File: src/rtl/imem_access_arbiter_pkg.sv
// ---------------------------------------------------------------------------
// imem_pkg
// Shared types and helpers for the instruction-memory access arbiter:
//   arb_state_e      : arbiter phase (BOOT while the image is loaded, RUN after)
//   IMEM_DEPTH_BYTES : byte depth of the default-sized instruction memory
//   addr_legal()     : word-aligned and inside a 2**awidth byte memory
// ---------------------------------------------------------------------------
package imem_pkg;

  typedef enum logic {
    BOOT = 1'b0,
    RUN  = 1'b1
  } arb_state_e;

  localparam int unsigned IMEM_AWIDTH      = 10;
  localparam int unsigned IMEM_DEPTH_BYTES = 2 ** IMEM_AWIDTH;

  // Legal means the low two bits are clear and no bit at or above awidth is set.
  function automatic logic addr_legal(input logic [31:0] addr,
                                      input int unsigned awidth);
    logic [31:0] hi_mask;
    hi_mask = ~((32'd1 << awidth) - 32'd1);
    return (addr[1:0] == 2'b00) && ((addr & hi_mask) == 32'd0);
  endfunction

endpackage

File: src/rtl/imem_access_arbiter_starve_ctr.sv
// ---------------------------------------------------------------------------
// imem_starve_ctr
// Saturating count of consecutive cycles the loader has been denied.
// Ports:
//   clk, rst : clock / synchronous active-high reset
//   inc      : loader requested and was not granted this cycle
//   clr      : loader granted or not requesting (wins over inc)
//   sat      : count has reached LIMIT
// ---------------------------------------------------------------------------
module imem_starve_ctr #(
  parameter int unsigned LIMIT = 8
) (
  input  logic clk,
  input  logic rst,
  input  logic inc,
  input  logic clr,
  output logic sat
);

  localparam int unsigned CW = $clog2(LIMIT + 1);

  logic [CW-1:0] cnt_q, cnt_d;

  assign sat = (cnt_q == CW'(LIMIT));

  always_comb begin
    cnt_d = cnt_q;
    if (clr) begin
      cnt_d = '0;
    end else if (inc && !sat) begin
      cnt_d = cnt_q + CW'(1);
    end
  end

  always_ff @(posedge clk) begin
    if (rst) begin
      cnt_q <= '0;
    end else begin
      cnt_q <= cnt_d;
    end
  end

endmodule

File: src/rtl/imem_access_arbiter.sv
// ---------------------------------------------------------------------------
// imem_access_arbiter
// Shares the single port of instruction_memory between the core fetch unit
// and the program loader. BOOT: loader owns the port, core held. RUN (entered
// on l_done): fetch first, loader fills idle cycles, a starvation counter
// forces a loader slot after STARVE_LIMIT consecutive denials.
// Ports:
//   clk, rst                 : clock / synchronous active-high reset
//   f_req, f_addr            : fetch read request and byte address
//   f_gnt                    : fetch accepted this cycle (combinational)
//   f_rvalid, f_rdata, f_err : read result one cycle after f_gnt
//   l_req, l_addr, l_wdata   : loader write request
//   l_gnt                    : loader write accepted this cycle (combinational)
//   l_done                   : image complete, BOOT -> RUN
//   mem_addr, mem_data_in,
//   mem_WE, mem_data_out     : instruction_memory port (registered read data)
//   cpu_hold                 : high while in BOOT
//   load_err                 : sticky, a loader write was dropped
// ---------------------------------------------------------------------------
module imem_access_arbiter
  import imem_pkg::*;
#(
  parameter int unsigned AWIDTH       = 10,
  parameter int unsigned DWIDTH       = 32,
  parameter int unsigned STARVE_LIMIT = 8
) (
  input  logic              clk,
  input  logic              rst,
  input  logic              f_req,
  input  logic [31:0]       f_addr,
  output logic              f_gnt,
  output logic              f_rvalid,
  output logic [DWIDTH-1:0] f_rdata,
  output logic              f_err,
  input  logic              l_req,
  input  logic [31:0]       l_addr,
  input  logic [DWIDTH-1:0] l_wdata,
  output logic              l_gnt,
  input  logic              l_done,
  output logic [31:0]       mem_addr,
  output logic [DWIDTH-1:0] mem_data_in,
  output logic              mem_WE,
  input  logic [DWIDTH-1:0] mem_data_out,
  output logic              cpu_hold,
  output logic              load_err
);

  arb_state_e        state_q, state_d;
  logic [31:0]       addr_q, addr_d;
  logic [DWIDTH-1:0] wdata_q, wdata_d;
  logic              rd_vld_q, rd_vld_d;
  logic              rd_err_q, rd_err_d;
  logic              load_err_q, load_err_d;

  logic f_legal, l_legal;
  logic f_gnt_c, l_gnt_c, we_c;
  logic starve_inc, starve_clr, starve_sat;

  imem_starve_ctr #(
    .LIMIT (STARVE_LIMIT)
  ) u_starve_ctr (
    .clk (clk),
    .rst (rst),
    .inc (starve_inc),
    .clr (starve_clr),
    .sat (starve_sat)
  );

  always_comb begin
    f_legal    = addr_legal(f_addr, AWIDTH);
    l_legal    = addr_legal(l_addr, AWIDTH);
    f_gnt_c    = 1'b0;
    l_gnt_c    = 1'b0;
    we_c       = 1'b0;
    state_d    = state_q;
    addr_d     = addr_q;
    wdata_d    = wdata_q;
    rd_vld_d   = 1'b0;
    rd_err_d   = 1'b0;
    load_err_d = load_err_q;

    if (rst) begin
      // Outputs go to reset values during the reset cycle itself.
      state_d    = BOOT;
      addr_d     = '0;
      wdata_d    = '0;
      load_err_d = 1'b0;
    end else begin
      case (state_q)
        BOOT: begin
          l_gnt_c = l_req;
          if (l_done) state_d = RUN;
        end
        RUN: begin
          if (l_req && starve_sat) begin
            l_gnt_c = 1'b1;
          end else if (f_req) begin
            f_gnt_c = 1'b1;
          end else if (l_req) begin
            l_gnt_c = 1'b1;
          end
        end
        default: state_d = BOOT;
      endcase

      // Illegal requests are still granted; they just never touch memory.
      if (l_gnt_c) begin
        if (l_legal) begin
          we_c    = 1'b1;
          addr_d  = l_addr;
          wdata_d = l_wdata;
        end else begin
          load_err_d = 1'b1;
        end
      end

      if (f_gnt_c) begin
        rd_vld_d = 1'b1;
        rd_err_d = !f_legal;
        if (f_legal) addr_d = f_addr;
      end
    end
  end

  assign starve_inc = (state_q == RUN) && l_req && !l_gnt_c && !rst;
  assign starve_clr = l_gnt_c || !l_req || rst;

  always_ff @(posedge clk) begin
    if (rst) begin
      state_q    <= BOOT;
      rd_vld_q   <= 1'b0;
      rd_err_q   <= 1'b0;
      load_err_q <= 1'b0;
      addr_q     <= '0;
      wdata_q    <= '0;
    end else begin
      state_q    <= state_d;
      rd_vld_q   <= rd_vld_d;
      rd_err_q   <= rd_err_d;
      load_err_q <= load_err_d;
      addr_q     <= addr_d;
      wdata_q    <= wdata_d;
    end
  end

  // Memory port is driven straight from the grant mux; idle cycles replay
  // the held address/data with WE low.
  assign mem_addr    = addr_d;
  assign mem_data_in = wdata_d;
  assign mem_WE      = we_c;
  assign f_gnt       = f_gnt_c;
  assign l_gnt       = l_gnt_c;

  // Read data returns the cycle after the grant, matching the memory's
  // registered output; an in-flight read is suppressed by reset.
  assign f_rvalid = rd_vld_q && !rst;
  assign f_err    = rd_vld_q && rd_err_q && !rst;
  assign f_rdata  = (f_rvalid && !rd_err_q) ? mem_data_out : '0;
  assign cpu_hold = rst || (state_q == BOOT);
  assign load_err = load_err_q && !rst;

endmodule
File: config.mk
export PLATFORM = sky130hd
export DESIGN_NAME = imem_access_arbiter
export DESIGN_NICKNAME = d
export VERILOG_FILES = /design/src/rtl/imem_access_arbiter_pkg.sv /design/src/rtl/imem_access_arbiter_starve_ctr.sv /design/src/rtl/imem_access_arbiter.sv
export SDC_FILE = /design/constraint.sdc
export NUM_CORES = 1
export LEC_CHECK = 0
export CAP_MARGIN = 15
export CORE_MARGIN = 4
export CORE_UTILIZATION = 32
export CTS_CLUSTER_SIZE = 28
export DETAILED_ROUTE_END_ITERATION = 10
export GPL_ROUTABILITY_DRIVEN = 0
export PLACE_DENSITY_LB_ADDON = 0.2
export SLEW_MARGIN = 40
export SYNTH_ARGS = -nofsm -noshare
export SYNTH_HDL_FRONTEND = slang
export SYNTH_SLANG_ARGS = --single-unit
File: constraint.sdc
create_clock -name clk -period 1.9 [get_ports clk]
set_input_delay 0.19 -clock clk [delete_from_list [all_inputs] [get_ports clk]]
set_output_delay 0.19 -clock clk [all_outputs]
set_load 0.01 [all_outputs]
==> impl_metrics.csv <==
group,metric,value,unit
outcome,outcome,"finished, violations left",
outcome,violations,"setup timing",
critical_path,critPathLaunch,"u_starve_ctr.cnt_q[1]$_SDFFE_PP0P_",
pwr,p_int,2.41,mW
placed_design,io_buffer_count,235,
yosys,yosys_warnings,0,
route,vias,4883,
yosys,syn_area,3490,um2
placed_design,dp_slack,-977,ps
critical_path,crit_path_start_kind,"flop",
clock_tree,cts_hold_buf,0,
final_layout,multiInputGateArea,2530,um2
yosys,seq_area_frac_synth,0.413,
grt,antenna_found_initial,0,
final_layout,nets,929,
timing,tightest_slew,378,ps
yosys,async_reset_ff_frac,0,
clock_tree,numCtsBuffers,9,
grt,grt_max_degree,52,
critical_path,crit_top_cell,"buf_12",
die,rows,37,
pwr,p_switching,802,uW
die,start_util,0.334,
pwr,ir_drop,358,uV
critical_path,endpoint_kind,"primary output",
yosys,synth_edf_count,0,
grt,grt_pass1_wl,24400,um
critical_path,critPathMaxStageDelay,330,ps
critical_path,critPathBufInv,6,
route,drc,0,
critical_path,crit_fanout,6,
worst_hold_path,hold_path_startpoint,"rst",
grt,grt_pass1_vias,4692,
critical_path,cp.required,1710,ps
route,avgRoutedWirePerCell,19.2,um
grt,grt-ovfl-total,0,
timing,tns,-38690,ps
clock_tree,htreeDepth,3,
pwr,pwr-share-comb,0.181,
route,firstDrtPassIters,4,
critical_path,crit_slowest_cell,"dfxtp_2",
pwr,p_per_area,392,nW/um2
route,viasPerCell,5.22,
die,design.die.area,12600,um2
final_layout,area_growth,135,%
timing,period_share,1.31,
critical_path,crit_chain,"inv_2, ha_4, and3b_2, buf_4, buf_6, o21a_4, buf_12, buf_12, nand4_1, a311oi_4, buf_2",
yosys,synthTopCellsByArea,"dfxtp_1, nor3b_1, a21oi_1, nand4_1, and2_1",
critical_path,path_delay_family,"buffers and inverters",
timing,final.min_clock_period,2500,ps
route,first_iter_violations,220,
timing,setup_viol,110,
final_layout,drive_above_1_share,0.466,
pwr,p_leak,3.42,nW
final_layout,diodes,0,
clock_tree,cts.sinks,72,
grt,track_usage,0.239,
die,die_h,112,um
placed_design,dp_cells,855,
timing,rsz0062_at_grt,"true",
timing,drv_slew,0,
placed_design,hpwl,11800,um
timing,hold_viol,0,
job,cap_violations,0,
timing,hold_ws,212,ps
critical_path,regToRegStartpoint,"u_starve_ctr.cnt_q[1]$_SDFFE_PP0P_",
route,dr_wl_met2,10000,um
clock_tree,cts_tree,"done",
timing,skew,12.8,ps
route,wl_met3,901,um
die,die_w,112,um
yosys,synth_top_cell_area_share,0.413,
clock_tree,path_clk_slew,70,ps
worst_hold_path,hold_class,"in2reg",
yosys,synth_cells,422,
yosys,syn_nets,557,
clock_tree,clockBufferDepth,2,
final_layout,stdcell_count,935,
final_layout,nFillCells,708,
route,wl_met1,6630,um
timing,max-slew-margin-rel,0.748,
yosys,synth.most_common_cell,"dfxtp_1",
pwr,p_clk_frac,0.346,
die,ios,236,
yosys,ys.flop_type,"dfxtp_1",
yosys,syn_avg_cell_area,8.28,um2
route,top_layer_used,"met4",
timing,max_freq,400,MHz
critical_path,arrival,2310,ps
timing,fin_ws,-598,ps
pwr,switching_share,0.250,
final_layout,seq_area,1440,um2
clock_tree,insertion_delay,340,ps
route,wirelength,18000,um
pwr,p_seq_frac,0.472,
critical_path,path_class,"reg2out",
die,fp.coreArea,10500,um2
clock_tree,cts-root-buf,"clkbuf_8",
yosys,synth-seq-cells,72,
yosys,yosys.cell_types.count,29,
yosys,synth_top_area_cell,"dfxtp_1",
yosys,synthTopCellsByCount,"dfxtp_1, a21oi_1, nor3b_1",
route,final_antenna_net_count,0,
==> state kept, by name, summed over array words and instances (netlist names) <==
register,cells
addr_q,32
u_starve_ctr.cnt_q,4
load_err_q,1
wdata_q,32
state_q,1
rd_err_q,1
rd_vld_q,1
==> area by class of cell <==
cell class                      instances  area share
Tap cell                              136      0.0208
Timing Repair Buffer                  411       0.471
Multi-Input combinational cell        298       0.309
Clock inverter                          5     0.00504
Inverter                                2    0.000917
Clock buffer                           11      0.0173
Sequential cell                        72       0.176
==> path summary, 6_finish.rpt <==
path / end / slack, ps / depth (start not counted)
max: mem_addr[9] / -600 / 11
min: state_q$_SDFF_PP0_ / 210 / 3
max reg2reg: addr_q[11]$_SDFF_PP0_ / -450 / 15
min reg2reg: wdata_q[29]$_SDFF_PP0_ / 470 / 2
==> power groups by stage <==
stage / Clock [mW] / Sequential [mW] / Combinational, mW
final: 1.11 / 1.52 / 0.582
after global routing: 1.21 / 1.52 / 0.610
after CTS: 1.13 / 1.52 / 0.532
after detailed placement: 0 / 1.55 / 0.487
after global placement: 0 / 1.55 / 0.481
after floorplan: 0 / 1.55 / 0.106
==> cells in the final DEF, fill, tap and decap left out, types with 3 or more instances in the layout <==
master             n
dlymetal6s2s_1     3
o21ai_2           11
nor3b_4            4
and2_1            34
clkbuf_8          10
clkbuf_2          15
nor4_1            10
dlygate4sd2_1     27
clkbuf_16          5
a21oi_2           14
a21oi_1           50
o21ai_0           10
o21ai_1           17
a311oi_4           8
buf_12            22
dfxtp_1           70
nor2_1             7
buf_4            118
a311oi_2           8
nor3b_1            9
nand4_1           42
buf_16             3
buf_2             55
nand2_1            3
clkdlybuf4s50_1  132
buf_6             29
nor4_2             8
nor3b_2           35
==> routing by layer <==
layer | track usage | vias to the layer above
met1 | 0.249 | 2337
met3 | 0.0577 | 37
li1 | - | 2337
met4 | 0.0697 | 0
met2 | 0.468 | 172
met5 | 0 | -
==> what timing repair did <==
action                                  4_1_cts  5_1_grt
endpoints found under the setup margin      119      147
gates cloned                                  4        8
pin swaps                                    29       59
resized for setup                           322      128
buffers inserted                             16       38
==> kinds of logic after synthesis <==
| family | Yosys count | synth area share |
|---|---|---|
| XOR/XNOR | 2 | 0.00502 |
| AO/OA/AOI/OAI | 126 | 0.202 |
| AND/OR/NAND/NOR | 168 | 0.312 |
| buffers and inverters | 52 | 0.0609 |
| adder cells (fa/ha/maj) | 2 | 0.00716 |
| flip-flops | 72 | 0.413 |
==> stage by stage <==
stage	util	total power [mW]	cell area (um2)
CTS	0.715	3.18	7480
global placement	0.680	2.03	7120
floorplan	-	1.66	3750
detailed placement	0.680	2.04	7120
finish	0.783	3.21	8190
global route	0.783	3.33	8190
==> worst register-to-register path, delay by kind of cell (launching register included) <==
kind            cells  cell delay [ps]
buf+inv            10             1190
fa+ha+maj           1              120
flops               1              330
compound gates      1              180
simple gates        3              470
Power figures use the tool's default switching activity.
==> edit 1 (same flow settings) <==
Set the parameter `STARVE_LIMIT` to 32 (it was 8).
--- a/src/rtl/imem_access_arbiter.sv
+++ b/src/rtl/imem_access_arbiter.sv
@@ -23,5 +23,5 @@
   parameter int unsigned AWIDTH       = 10,
   parameter int unsigned DWIDTH       = 32,
-  parameter int unsigned STARVE_LIMIT = 8
+  parameter int unsigned STARVE_LIMIT = 32
 ) (
   input  logic              clk,
Check against the original RTL: no difference found for any inputs over 4 cycles, from zero or initial values and one cycle with rst high; that may be too few to reach the edited logic, so the function may still have changed.
==> edit 1 against the original RTL <==
The flow still finishes with violations (negative setup slack). Final area shrank 12%. Critical path type unchanged. Worst setup slack gained 0.056 ns. Cell count shrank 14%. Critical path depth shrank 1. Wire length shrank 17%. Sequential cell count grew 2. Total power grew 4.8%. Register-to-register slack gained 0.25 ns. Synthesized area shrank 1.3%. Die area shrank 1.2%. Hold slack gained 0.11 ns.
==> edit 1: results (changes against the original RTL) <==
worst_setup_path:
  slowest_stage: "or3b_4"  # was dfxtp_2
  crit_start: "u_starve_ctr.cnt_q[2]"  # was u_starve_ctr.cnt_q[1]
  worstPathArrival_ns: 2.25  # was 2.31 ns
  r2r_end: "wdata_q[29]"  # was addr_q[11]
  reg2reg_depth: 14  # was 15
  r2r_slack_ns: -0.20  # was -0.45 ns
  cp-endpoint: "mem_addr[10]"  # was mem_addr[9]
  cp_max_fo: 4  # was 6
  crit_family: "simple AND/OR/NAND/NOR gates"  # was buffers and inverters
timing:
  setup-tns-final_ns: -48.63  # was -38.69 ns
  fin_worst_skew_ns: 0.0147  # was 0.0128 ns
  worst_slew_pin_slew_ns: 0.344  # was 0.378 ns
  final.setup.worst_slack_ns: -0.542  # was -0.598 ns
  setup_violations: 138  # was 110
  hold_slack_ns: 0.323  # was 0.212 ns
clock_network:
  numCtsBuffers: 9  # unchanged
  cts_resized: 349  # was 322
  post_cts_buffers: 26  # was 16
  clk_pin_slew_ns: 0.07  # about the same
worst_hold_path:
  hold_path.startpoint: "f_addr[12]"  # was rst
  hold-path-cell-count: 5  # was 3
  hold_end: "rd_err_q"  # was state_q
place:
  place.detailed.hpwl_um: 9540  # was 11800 um
power:
  p_sw_share_pct: 23.7  # was 25.0%
  power_frac_comb_pct: 16.1  # was 18.1%
  p_leak_nw: 3.18  # was 3.42 nW
  p_clk_share_pct: 37.7  # was 34.6%
  peakVddDrop_uv: 344  # was 358 uV
final_layout:
  n_clock_buffer: 10  # was 11
  multi_input_comb_area_mm2: 0.00205  # was 0.00253 mm^2
  multi_input_gates: 242  # was 298
  nFillCells: 750  # was 708
  reg_top3: "addr_q x32, wdata_q x32, u_starve_ctr.cnt_q x6"  # was addr_q x32, wdata_q x32, u_starve_ctr.cnt_q x4
  drive_gt1_share_pct: 37.6  # was 46.6%
  buf_share_pct: 45.1  # was 47.1%
  clk_share_pct: 2.90  # was 2.23%
  layout.nets: 798  # was 929
  seq_share_pct: 20.5  # was 17.6%
  diodes: 3  # was 0
  design.seq.count: 74  # was 72
  num-nonclk-inverters: 12  # was 2
  signal_buffers: 324  # was 411
global_routing:
  grt_max_degree: 33  # was 52
  grt_pass1_vias: 4141  # was 4692
  grt_use_total_pct: 22.0  # was 23.9%
  antenna_found_initial: 3  # was 0
  grt_pass1_wl_um: 22200  # was 24400 um
logic_synthesis:
  syn_nets: 485  # was 557
  synthTopCellsByCount: "and2_1, dfxtp_1, a22o_1"  # was dfxtp_1, a21oi_1, nor3b_1
routing:
  via_per_inst: 4.99  # was 5.22
  wl_per_cell_um: 18.5  # was 19.2 um
  drt_iter0_drc: 174  # was 220
run_status:
  violations: "negative setup slack"  # unchanged
  status: "finished with violations"  # unchanged
## edit 1: cell families (layout without fill, tap and decap cells)
logic type | count (synthesis) | in the layout | share of synthesized area, %
flops | 74 | 74 | 43.0
fa+ha+maj | 2 | 2 | 0.726
simple gates | 138 | 143 | 24.4
compound gates | 93 | 93 | 23.4
buf+inv | 39 | 352 | 7.55
xor+xnor | 4 | 4 | 1.02
other cells | 0 | 3 | 0
## edit 1: metrics by stage
stage	std cells	cell area [um^2]	power (mW)	setup WS [ns]
after global routing	807	7240	3.50	-0.631
after detailed placement	738	6150	2.03	-1.18
final	807	7240	3.37	-0.542
after floorplan	350	3450	1.70	0.0209
after CTS	794	6850	3.38	-0.628
after global placement	738	6140	2.02	-1.16
## edit 1: routing by layer
metal | vias to the layer above | track usage [%] | wire (um)
met3 | 29 | 4.24 | 936
met4 | 0 | 8.68 | 413
met5 | - | 0 | 0
met1 | 1917 | 23.4 | 5620
li1 | 1916 | - | -
met2 | 164 | 42.2 | 7990
==> edit 2 (same settings) <==
Made on the original files. Register the outputs `f_err` and `load_err`, cleared by the reset; this adds one clock of latency there. The other outputs are not delayed to match. Comments in the files are not updated.
--- a/src/rtl/imem_access_arbiter.sv
+++ b/src/rtl/imem_access_arbiter.sv
@@ -155,8 +155,15 @@
   // registered output; an in-flight read is suppressed by reset.
   assign f_rvalid = rd_vld_q && !rst;
-  assign f_err    = rd_vld_q && rd_err_q && !rst;
   assign f_rdata  = (f_rvalid && !rd_err_q) ? mem_data_out : '0;
   assign cpu_hold = rst || (state_q == BOOT);
-  assign load_err = load_err_q && !rst;
+  always_ff @(posedge clk) begin
+    if (rst) begin
+      f_err    <= '0;
+      load_err <= '0;
+    end else begin
+      f_err    <= rd_vld_q && rd_err_q && !rst;
+      load_err <= load_err_q && !rst;
+    end
+  end
 
 endmodule
Check against the original RTL: not equivalent (Yosys sat finds a counterexample within 4 cycles, from zero or initial values and one cycle with rst high).
==> edit 2 against the original RTL <==
The run still ends with negative setup slack left. Register-to-register slack improved by 0.17 ns. Worst setup slack got worse by 0.013 ns. Synthesized area up 1.1%. Utilization is 1.3 points lower. Largest cell class unchanged. Total power up 7.1%. Non-clock buffer count shrank 18. Final area increased by 1.9%. Sequential cell count grew 2. Count of clock-buffer cells in the layout shrank 2. Wire length grew 8.5%. Critical path type unchanged.
==> edit 2: results (changes against the original RTL) <==
logic_synthesis:
  yosysWarnings: 0  # unchanged
  postSynth.asyncResetShare_pct: 0  # unchanged
  synth-compound-area-share_pct: 20.0  # was 20.2%
  synthAdderAreaFrac_pct: 0.708  # was 0.717%
  syn_nets: 559  # was 557
  synthMuxAreaShare_pct: 0  # unchanged
  yosysUniqueCellTypes: 29  # unchanged
  seq_area_frac_synth_pct: 41.9  # was 41.3%
  synthTopCellsByCount: "dfxtp_1, a21oi_1, nor3b_1"  # unchanged
  synth_area_leaders: "dfxtp_1, nor3b_1, a21oi_1, nand4_1, and2_1"  # unchanged
  synth_xor_area_share_pct: 0.496  # was 0.502%
  synthFlopType: "dfxtp_1"  # unchanged
power:
  p_leak_nw: 3.36  # was 3.42 nW
  p_seq_mw: 1.56  # was 1.52 mW
  pg_comb_mw: 0.611  # was 0.582 mW
  pwr_density_cell_mw_per_mm2: 412  # was 392 mW/mm^2
  netSwitchingPower_mw: 0.872  # was 0.802 mW
  peakVddDrop_uv: 359  # was 358 uV
global_routing:
  antenna_found_initial: 3  # was 0
  grt_pass1_wl_um: 25500  # was 24400 um
  grt_use_total_pct: 25.3  # was 23.9%
  grt_pass1_vias: 4796  # was 4692
  grt_max_degree: 51  # was 52
run_status:
  violations: "negative setup slack"  # unchanged
  status: "finished with violations"  # unchanged
worst_hold_path:
  hold_class: "primary input to register"  # unchanged
timing:
  final.setup.worst_slack_ns: -0.611  # was -0.598 ns
  fin_worst_skew_ns: 0.0127  # was 0.0128 ns
  setup_violations: 98  # was 110
  hold_slack_ns: 0.302  # was 0.212 ns
  maxSlewHeadroom_pct: 72.9  # was 74.8%
worst_setup_path:
  cp_max_fo: 12  # was 6
  r2r_slack_ns: -0.28  # was -0.45 ns
  crit_family: "simple AND/OR/NAND/NOR gates"  # was buffers and inverters
  slowest_stage: "or3_4"  # was dfxtp_2
  cp_slowest_stage_delay_ns: 0.35  # was 0.33 ns
final_layout:
  multi_input_comb_area_mm2: 0.00270  # was 0.00253 mm^2
  nFillCells: 746  # was 708
  drive_gt1_share_pct: 50.7  # was 46.6%
  layout.nets: 913  # was 929
clock_network:
  cts_resized: 333  # was 322
  clkLatencyLatePin_ns: 0.36  # was 0.34 ns
  cts_buffer_depth: 2  # unchanged
  cts-htree-levels: 3  # unchanged
  clk_pin_slew_ns: 0.08
  post_cts_buffers: 27  # was 16
routing:
  wl_per_cell_um: 21.1  # was 19.2 um
  drt_iter0_drc: 223  # was 220
  via_per_inst: 5.39  # was 5.22
place:
  placedInstanceArea_mm2: 0.00705  # was 0.00712 mm^2
  place.detailed.hpwl_um: 11700  # was 11800 um
  place_ws_ns: -1.12  # was -0.977 ns
==> edit 2: final timing paths <==
kind	startpoint	end	cells after the start
worst max-delay path	u_starve_ctr.cnt_q[0]	mem_addr[2]	8
worst min register to register	wdata_q[19]	wdata_q[19]	2
worst min-delay path	rst	f_err	4
worst max register to register	u_starve_ctr.cnt_q[0]	addr_q[17]	10
==> edit 2: layer usage <==
metal  share of wire [%]  track usage, %  vias up
met2                  53            46.1      205
li1                    -               -     2302
met3                 6.3            4.76       44
met1                  37            28.1     2437
met5                   0               0        -
met4                 3.8            12.3        0
==> edit 2: layout make-up <==
class	instances	share of cell area, %
inverters	2	0.0899
well taps	140	2.10
repair buffers	393	45.1
flip-flops and latches	74	17.8
clock buffers	9	1.48
diodes	3	0.0899
clock inverters	7	0.929
multi-input cells	298	32.4
==> edit 2: stage by stage <==
stage	std cells	setup TNS, ns
2_1_floorplan	424	-2.48
3_3_place_gp	851	-72.15
3_5_place_dp	851	-75.33
4_1_cts	902	-38.76
5_1_grt	926	-43.66
6_report	926	-35.02
